$ cat src/rtl/program_loader.sv
// Boot loader: parses a framed byte stream (SYNC, ADDR_HI, ADDR_LO, LEN, data[, CKSUM])
// into memory writes and holds the CPU in reset until the frame has loaded. Option: LOADER_CHECKSUM_EN.
module program_loader #(
    parameter logic [7:0] SYNC_BYTE = 8'hA5
) (
    input  logic        clk,
    input  logic        reset,
    input  logic [7:0]  in_data,
    input  logic        in_valid,
    output logic        in_ready,
    output logic [15:0] mem_addr,
    output logic [7:0]  mem_data,
    output logic        mem_write,
    output logic        cpu_reset,
    output logic        done,
    output logic        error
);
`ifdef LOADER_CHECKSUM_EN
    typedef enum logic [2:0] {
        S_IDLE, S_ADDR_HI, S_ADDR_LO, S_LEN, S_DATA, S_CHECK, S_DONE, S_ERROR
    } state_e;
`else
    typedef enum logic [2:0] {
        S_IDLE, S_ADDR_HI, S_ADDR_LO, S_LEN, S_DATA, S_DONE
    } state_e;
`endif

    state_e      state_q, state_d;
    logic [15:0] ptr_q, ptr_d;
    logic [8:0]  cnt_q, cnt_d;
    logic [15:0] mem_addr_q, mem_addr_d;
    logic [7:0]  mem_data_q, mem_data_d;
    logic        mem_write_q, mem_write_d;
    logic        done_q, done_d;
    logic        cpu_reset_q, cpu_reset_d;
    logic        armed_q;
    logic        fire;
`ifdef LOADER_CHECKSUM_EN
    logic [7:0]  cksum_q, cksum_d;
    logic        error_q, error_d;
`endif

    // armed_q keeps in_ready low while reset is held and for the edge that releases it
`ifdef LOADER_CHECKSUM_EN
    assign in_ready = armed_q && (state_q != S_DONE) && (state_q != S_ERROR);
    assign error    = error_q;
`else
    assign in_ready = armed_q && (state_q != S_DONE);
    assign error    = 1'b0;
`endif
    assign fire      = in_valid && in_ready;
    assign mem_addr  = mem_addr_q;
    assign mem_data  = mem_data_q;
    assign mem_write = mem_write_q;
    assign done      = done_q;
    assign cpu_reset = cpu_reset_q;

    always_comb begin
        state_d     = state_q;
        ptr_d       = ptr_q;
        cnt_d       = cnt_q;
        mem_addr_d  = mem_addr_q;
        mem_data_d  = mem_data_q;
        mem_write_d = 1'b0;
        done_d      = done_q;
`ifdef LOADER_CHECKSUM_EN
        cksum_d     = cksum_q;
        error_d     = error_q;
`endif
        case (state_q)
            S_IDLE: if (fire && in_data == SYNC_BYTE) begin
                state_d = S_ADDR_HI;
`ifdef LOADER_CHECKSUM_EN
                cksum_d = 8'h00;
`endif
            end
            S_ADDR_HI: if (fire) begin
                ptr_d[15:8] = in_data;
                state_d     = S_ADDR_LO;
            end
            S_ADDR_LO: if (fire) begin
                ptr_d[7:0] = in_data;
                state_d    = S_LEN;
            end
            S_LEN: if (fire) begin
                cnt_d   = (in_data == 8'h00) ? 9'd256 : {1'b0, in_data};
                state_d = S_DATA;
            end
            S_DATA: if (fire) begin
                mem_write_d = 1'b1;
                mem_addr_d  = ptr_q;
                mem_data_d  = in_data;
                ptr_d       = ptr_q + 16'd1;
                cnt_d       = cnt_q - 9'd1;
`ifdef LOADER_CHECKSUM_EN
                cksum_d     = cksum_q ^ in_data;
                if (cnt_q == 9'd1) state_d = S_CHECK;
`else
                if (cnt_q == 9'd1) state_d = S_DONE;
`endif
            end
`ifdef LOADER_CHECKSUM_EN
            S_CHECK: if (fire) begin
                if (in_data == cksum_q) begin
                    state_d = S_DONE;
                    done_d  = 1'b1;
                end else begin
                    state_d = S_ERROR;
                    error_d = 1'b1;
                end
            end
`else
            // done lags entry to DONE by one edge so the last write lands before cpu_reset falls
            S_DONE: done_d = 1'b1;
`endif
            default: ;
        endcase
        cpu_reset_d = !done_d;
    end

    always_ff @(posedge clk) begin
        if (reset) begin
            state_q     <= S_IDLE;
            ptr_q       <= 16'h0000;
            cnt_q       <= 9'd0;
            mem_addr_q  <= 16'h0000;
            mem_data_q  <= 8'h00;
            mem_write_q <= 1'b0;
            done_q      <= 1'b0;
            cpu_reset_q <= 1'b1;
            armed_q     <= 1'b0;
`ifdef LOADER_CHECKSUM_EN
            cksum_q     <= 8'h00;
            error_q     <= 1'b0;
`endif
        end else begin
            state_q     <= state_d;
            ptr_q       <= ptr_d;
            cnt_q       <= cnt_d;
            mem_addr_q  <= mem_addr_d;
            mem_data_q  <= mem_data_d;
            mem_write_q <= mem_write_d;
            done_q      <= done_d;
            cpu_reset_q <= cpu_reset_d;
            armed_q     <= 1'b1;
`ifdef LOADER_CHECKSUM_EN
            cksum_q     <= cksum_d;
            error_q     <= error_d;
`endif
        end
    end
endmodule
$ cat config.mk
export PLATFORM = sky130hd
export DESIGN_NAME = program_loader
export DESIGN_NICKNAME = d
export VERILOG_FILES = /design/src/rtl/program_loader.sv
export SDC_FILE = /design/constraint.sdc
export NUM_CORES = 1
export LEC_CHECK = 0
export ABC_CLOCK_PERIOD_IN_PS = 1550
export CORE_MARGIN = 1
export CORE_UTILIZATION = 49
export DETAILED_ROUTE_END_ITERATION = 16
export GPL_TIMING_DRIVEN = 0
export PLACE_DENSITY_LB_ADDON = 0.25
export RECOVER_POWER = 100
export SYNTH_ARGS = -nofsm -noshare
export SYNTH_HDL_FRONTEND = slang
export SYNTH_SLANG_ARGS = --single-unit
$ cat constraint.sdc
create_clock -name clk -period 1.55 [get_ports clk]
set_clock_uncertainty 0.05 [all_clocks]
set_input_delay 0.31 -clock clk [delete_from_list [all_inputs] [get_ports clk]]
set_output_delay 0.31 -clock clk [all_outputs]
set_load 0.02 [all_outputs]
==> metrics.yaml, run 1 <==
routing:
  ant_nets: 0
  drc: 0
  drt-wirelength-per-cell_um: 18.4
  routed_wl_um: 9100
  via_count: 3107
  drt_iter0_drc: 456
  avgViaCountPerCell: 6.29
  drt_first_pass_iters: 8
global_routing:
  antenna_found_initial: 0
  grt_max_degree: 19
  track_usage_pct: 28.4
  grt_pass1_vias: 2646
  grt_pass1_wl_um: 13400
  grt-ovfl-total: 0
layout:
  nets: 435
  num_antenna_cells: 0
  areaGrowthSynthToFinish_pct: 43.6
  drive_gt1_share_pct: 28.9
clock_tree:
  cts-root-buf: "clkbuf_8"
  cts-buffers-inserted: 5
  clk_latency_ps: 320
  cts.sinks: 56
  cts_tree: "yes"
  cts_hold_buf: 0
  h-tree-depth: 2
  clockBufferDepth: 2
  clk_pin_slew_worst_paths_ps: 110
power_and_ir_drop:
  p_seq_share_pct: 59.8
  power-per-cell-area_nw_per_um2: 602
  internal-power_w: 0.00180
  power_leakage_nw: 1.48
  pwr-share-comb_pct: 5.6
  ir_drop_mv: 0.459
  p_clk_share_pct: 34.7
  p_sw_w: 0.000609
  sw_frac_of_total_pct: 25.3
sta:
  rsz0062_at_grt: "true"
  finalWorstPathRequiredPeriod_ps: 1730
  fin_crit_sh_pct: 111
  timing.final.ws_setup_ps: -178
  hold_violations: 0
  drv_slew: 0
  clock.fmax_mhz: 579
  fin_tns_setup_ps: -4920
  worst_hold_slack_ps: 295
  maxSlewHeadroom_pct: 60.4
  setup_violations: 49
  tightest_slew_ps: 594
die:
  start_util_pct: 50.8
  io_pins: 40
  row_count: 27
  core-area_um2: 5470
  die_x_um: 77.3
  die_area_um2: 5980
  die_h_um: 77.3
yosys:
  synth_edf_count: 0
  synth_area_leaders: "dfxtp_1 (40%), a21oi_1 (9.0%), nand2_1 (7.8%)"
  synth_cell_type_count: 50
  synth_nets: 372
  syn_area_um2: 2780
  synth_seq_cells: 56
  netlist.area_leader.share_pct: 40.3
  yosysTopAreaCell: "dfxtp_1"
  avgSynthCellArea_um2: 7.76
  synthCells: 358
  yosysWarnings: 0
  synth_ff_type: "dfxtp_1"
  ys_async_sr_fraction_pct: 0
  seq_area_frac_synth_pct: 40.3
critical_path:
  crit_required_ps: 1750
  rrSetupSlack_ps: -180
  cp-end-kind: "flip-flop"
  cp-start-kind: "flip-flop"
  worstSetupStartpoint: "state_q[2]"
  critical_path_class: "reg -> reg"
  worst-path-max-fanout: 5
  regToRegStartpoint: "state_q[2]"
  critPathArrivalTime_ps: 1930
place:
  dp_hpwl_um: 5360
  gp_congestion: 0.911
  numPortBuffers: 37
status:
  outcome: "complete, but fails checks"
  violations: "negative setup slack"
min_path:
  min-delay-start: "in_data[7]"
  hp-class: "in -> reg"
run:
  cap_viol_max_count: 0
==> power by group through the flow <==
stage	clock, W	combinational [W]	sequential (W)
after floorplan	0	0.0000513	0.00147
after global placement	0	0.000116	0.00148
after detailed placement	0	0.000115	0.00148
after CTS	0.000839	0.000122	0.00144
after global routing	0.000891	0.000140	0.00144
final	0.000833	0.000134	0.00144
==> layout by cell type, fill, tap and decap left out, drive strengths merged, types with 8 or more instances in the layout <==
master	Yosys	final
nand2	58	58
dfxtp	56	56
a21oi	51	51
dlygate4sd2	0	34
buf	7	30
o21ai	25	25
nor2	16	17
clkbuf	16	17
nor3	13	13
nand4	10	10
nor4	10	10
mux2i	8	8
==> routing by layer <==
| layer | up-vias | share of wire (%) | global-route usage (%) |
|---|---|---|---|
| li1 | 1409 | - | - |
| met1 | 1482 | 42 | 37.4 |
| met2 | 181 | 46 | 43.6 |
| met3 | 35 | 8.1 | 7.02 |
| met4 | 0 | 3.5 | 12.5 |
| met5 | - | 0 | 0 |
==> what timing repair did <==
| action | 4_1_cts | 5_1_grt |
|---|---|---|
| cloned | 2 | 2 |
| pin swaps | 12 | 19 |
| setup endpoints to repair | 78 | 51 |
| setup buffers | 15 | 4 |
| resized for setup | 117 | 60 |
==> kinds of logic (layout without fill, tap and decap cells) <==
kind of cell / count (synthesis) / count (layout) / synth area share [%]
flops: 56 / 56 / 40.3
xor+xnor: 3 / 3 / 0.946
fa+ha+maj: 3 / 3 / 1.35
mux: 8 / 8 / 2.88
buf+inv: 29 / 92 / 4.37
simple gates: 159 / 160 / 30.0
compound gates: 99 / 99 / 20.0
other cells: 1 / 1 / 0.135
==> critical path, stage by stage (launching register included) <==
cell	delay (ps)
dfxtp_4	370
or3b_4	440
or4_1	480
a21o_1	170
a21oi_1	150
==> final timing paths <==
kind / to / cells past startpoint
worst max-delay path: ptr_q[6] / 4
worst min-delay path: mem_data[7] / 3
worst max register to register: ptr_q[6] / 4
worst min register to register: mem_addr[11] / 2
==> synth_stat cells, drive strengths merged (3+ instances only) <==
| cell | n |
|---|---|
| nor2b | 3 |
| and2 | 7 |
| nand4 | 10 |
| nor4 | 10 |
| nor3 | 13 |
| or4 | 3 |
| nand3 | 7 |
| o21ai | 25 |
| a21o | 4 |
| buf | 7 |
| nand2 | 58 |
| nor2 | 16 |
| a21oi | 51 |
| and3 | 5 |
| clkbuf | 16 |
| nor3b | 7 |
| inv | 6 |
| ha | 3 |
| dfxtp | 56 |
| nand2b | 4 |
| mux2i | 8 |
| a31oi | 7 |
| or3 | 4 |
==> layout make-up <==
class	instances	area, um2
tap	72	90.1
timing repair buffer	59	538
buffer	19	170
sequential	56	1140
clock buffer	5	68.8
inverter	6	22.5
clock inverter	3	23.8
fill	404	1480
multi-input combinational	274	1930
==> metrics by stage <==
| stage | util (%) | instance area [um2] | setup WS [ps] | cells | total power (W) |
|---|---|---|---|---|---|
| floorplan | - | 2790 | -42.8 | 358 | 0.00153 |
| global placement | 59.4 | 3250 | -774 | 467 | 0.00159 |
| detailed placement | 59.4 | 3250 | -779 | 467 | 0.00159 |
| CTS | 66.7 | 3650 | -94.2 | 488 | 0.00240 |
| global route | 72.9 | 3990 | -199 | 494 | 0.00247 |
| finish | 72.9 | 3990 | -178 | 494 | 0.00240 |
==> state kept, by name (all words and copies together), names as in the netlist <==
name and count:
state_q 3, cpu_reset 1, mem_write 1, armed_q 1
ptr_q 16, cnt_q 9, mem_data 8, mem_addr 16
done 1
Note: power is estimated with default switching activity, not from simulation.
==> inputs of run 2 (changes only) <==
--- a/config.mk
+++ b/config.mk
@@ -5,9 +5,9 @@
 export SDC_FILE = /design/constraint.sdc
 export NUM_CORES = 1
 export LEC_CHECK = 0
-export ABC_CLOCK_PERIOD_IN_PS = 1550
+export ABC_CLOCK_PERIOD_IN_PS = 1600
 export CORE_MARGIN = 1
-export CORE_UTILIZATION = 49
+export CORE_UTILIZATION = 54
 export DETAILED_ROUTE_END_ITERATION = 16
 export GPL_TIMING_DRIVEN = 0
 export PLACE_DENSITY_LB_ADDON = 0.25
==> constraint.sdc (replaced) <==
create_clock -name clk -period 1.6 [get_ports clk]
set_clock_uncertainty 0.05 [all_clocks]
set_input_delay 0.32 -clock clk [delete_from_list [all_inputs] [get_ports clk]]
set_output_delay 0.32 -clock clk [all_outputs]
set_load 0.02 [all_outputs]
==> run 2 against run 1 <==
- the flow still finishes with violations (negative setup slack)
- die area is 9.0% lower
- sequential share of layout area is 1.1 points higher
- sequential power is 3% lower
- final area is 3.6% lower
- clock power is 16% higher
- largest power group unchanged
- highest routed layer unchanged
==> metrics.yaml, run 2 (synthesized netlist as in run 1, its figures left out) <==
critical_path:
  crit_required_ps: 1750  # about the same
  worst-path-max-fanout: 10  # +5
  critical_path_class: "reg -> reg"
  regToRegStartpoint: "state_q[2]"
  worstSetupStartpoint: "state_q[2]"
  cp-start-kind: "flip-flop"
  cp-end-kind: "flip-flop"
  critPathArrivalTime_ps: 1870  # -60 ps
die:
  die_h_um: 73.7  # -4.6%
  io_pins: 40  # unchanged
  die_x_um: 73.7  # -4.6%
  die_area_um2: 5440  # -9.0%
  row_count: 25  # -7.4%
  core-area_um2: 4850  # -11%
  start_util_pct: 57.3  # +6.5 points
clock_tree:
  clk_latency_ps: 330  # about the same
  cts-buffers-inserted: 5  # unchanged
  cts_hold_buf: 0  # unchanged
  cts.sinks: 56  # unchanged
  clockBufferDepth: 2  # unchanged
  h-tree-depth: 2  # unchanged
  clk_pin_slew_worst_paths_ps: 100  # about the same
  cts-root-buf: "clkbuf_8"
  cts_tree: "yes"
power_and_ir_drop:
  internal-power_w: 0.00189  # +5.4%
  p_clk_share_pct: 38.9  # +4.2 points
  sw_frac_of_total_pct: 24.1  # -1.2 points
  ir_drop_mv: 0.612  # +33%
  p_sw_w: 0.000602  # -1.1%
  power_leakage_nw: 1.41  # -4.8%
  power-per-cell-area_nw_per_um2: 648  # +7.6%
  pwr-share-comb_pct: 5.3  # -0.3 points
  p_seq_share_pct: 55.8  # -4.0 points
run:
  cap_viol_max_count: 0  # unchanged
global_routing:
  track_usage_pct: 31.5  # +3.1 points
  antenna_found_initial: 0  # unchanged
  grt_pass1_vias: 2576  # -2.6%
  grt-busiest-layer: "met2"
  gr-usage-met2_pct: 50.2  # +6.5 points
  grt-ovfl-total: 0  # unchanged
  grt_max_degree: 18  # -1
  use_met1_pct: 41.9  # +4.6 points
  gr-usage-met3_pct: 5.35  # -1.7 points
  grt_pass1_wl_um: 12900  # -3.9%
sta:
  finalWorstPathRequiredPeriod_ps: 1720  # -11.0 ps
  rsz0062_at_grt: "true"
  setup_violations: 45  # -8.2%
  fin_crit_sh_pct: 107  # -4.2 points
  clock.fmax_mhz: 582  # +0.64%
  timing.final.ws_setup_ps: -117  # +61.0 ps
  maxSlewHeadroom_pct: 58.0  # -2.5 points
  drv_slew: 0  # unchanged
  tightest_slew_ps: 631  # +36.9 ps
  worst_hold_slack_ps: 302  # +6.54 ps
  hold_violations: 0  # unchanged
status:
  violations: "negative setup slack"
  outcome: "complete, but fails checks"
layout:
  areaGrowthSynthToFinish_pct: 38.5
  num_antenna_cells: 0  # unchanged
  final-seq-area_um2: 1140  # unchanged
  layout_common_cells: "nand2_1 (56), dfxtp_1 (46), a21oi_1 (34), dlygate4sd2_1 (34), buf_4 (21)"
  multi_input_comb_area_um2: 1850  # -4.1%
  fillCellCount: 330  # -18%
  layout_commonest_cell: "nand2_1"
  nets: 433  # -0.46%
  drive_gt1_share_pct: 26.9  # -2.0 points
min_path:
  min-delay-start: "in_data[7]"
  hp-class: "in -> reg"
place:
  dp_hpwl_um: 5310  # -0.85%
  place_ws_ps: -712  # +66.9 ps
  numPortBuffers: 37  # unchanged
  gp_congestion: 0.943  # +3.5%
routing:
  drt_first_pass_iters: 5  # -3
  routed_wl_um: 9210  # +1.2%
  avgViaCountPerCell: 6.54  # +4.0%
  drt_iter0_drc: 415  # -9.0%
  drt-wirelength-per-cell_um: 18.9  # +2.6%
  via_count: 3187  # +2.6%
  ant_nets: 0  # unchanged
  drc: 0  # unchanged
run 2: per-stage QoR:
stage	std cells	instance area, um2	util, %	setup TNS [ps]	power, W
final	487	3850	79.4	-1900	0.00249
after CTS	478	3570	73.7	-323	0.00246
after floorplan	358	2790	-	0	0.00148
after global placement	462	3240	66.9	-22910	0.00154
after global routing	487	3850	79.4	-4360	0.00253
after detailed placement	462	3240	66.9	-23570	0.00154
run 2: path summary, 6_finish.rpt:
path	end	slack [ps]	cells past startpoint
max	cnt_q[2]	-120	5
min	mem_data[7]	300	3
max reg2reg	cnt_q[2]	-120	5
min reg2reg	mem_data[2]	400	2
run 2: per-layer routing:
layer | vias to the layer above | wire length [um]
li1 | 1410 | -
met1 | 1505 | 3820
met2 | 224 | 4140
met3 | 48 | 813
met4 | 0 | 443
met5 | - | 0
run 2: what timing repair did:
action	4_1_cts	5_1_grt
buffers inserted	11	7
pin swaps	10	11
setup endpoints to repair	78	46
gates cloned	1	2
resized for setup	97	60
run 2: critical path, stage by stage, from the launching register on:
cell	delay [ps]
dfxtp_4	370
clkbuf_8	160
nand3b_1	260
a21o_1	340
o21ai_0	310
a21oi_2	100
run 2: layout make-up:
type,instances,area share (%)
multi-input combinational,274,48.2
sequential,56,29.7
timing repair buffer,57,12.4
buffer,19,4.03
tap,67,2.18
clock buffer,5,1.79
clock inverter,3,1.11
inverter,6,0.585
run 2: power by group through the flow:
stage	clock network (W)	logic [W]	registers [W]
4_1_cts	0.000953	0.000118	0.00139
6_report	0.000970	0.000133	0.00139
3_5_place_dp	0	0.000109	0.00143
3_3_place_gp	0	0.000108	0.00143
5_1_grt	0.00100	0.000139	0.00139
2_1_floorplan	0	0.0000497	0.00143
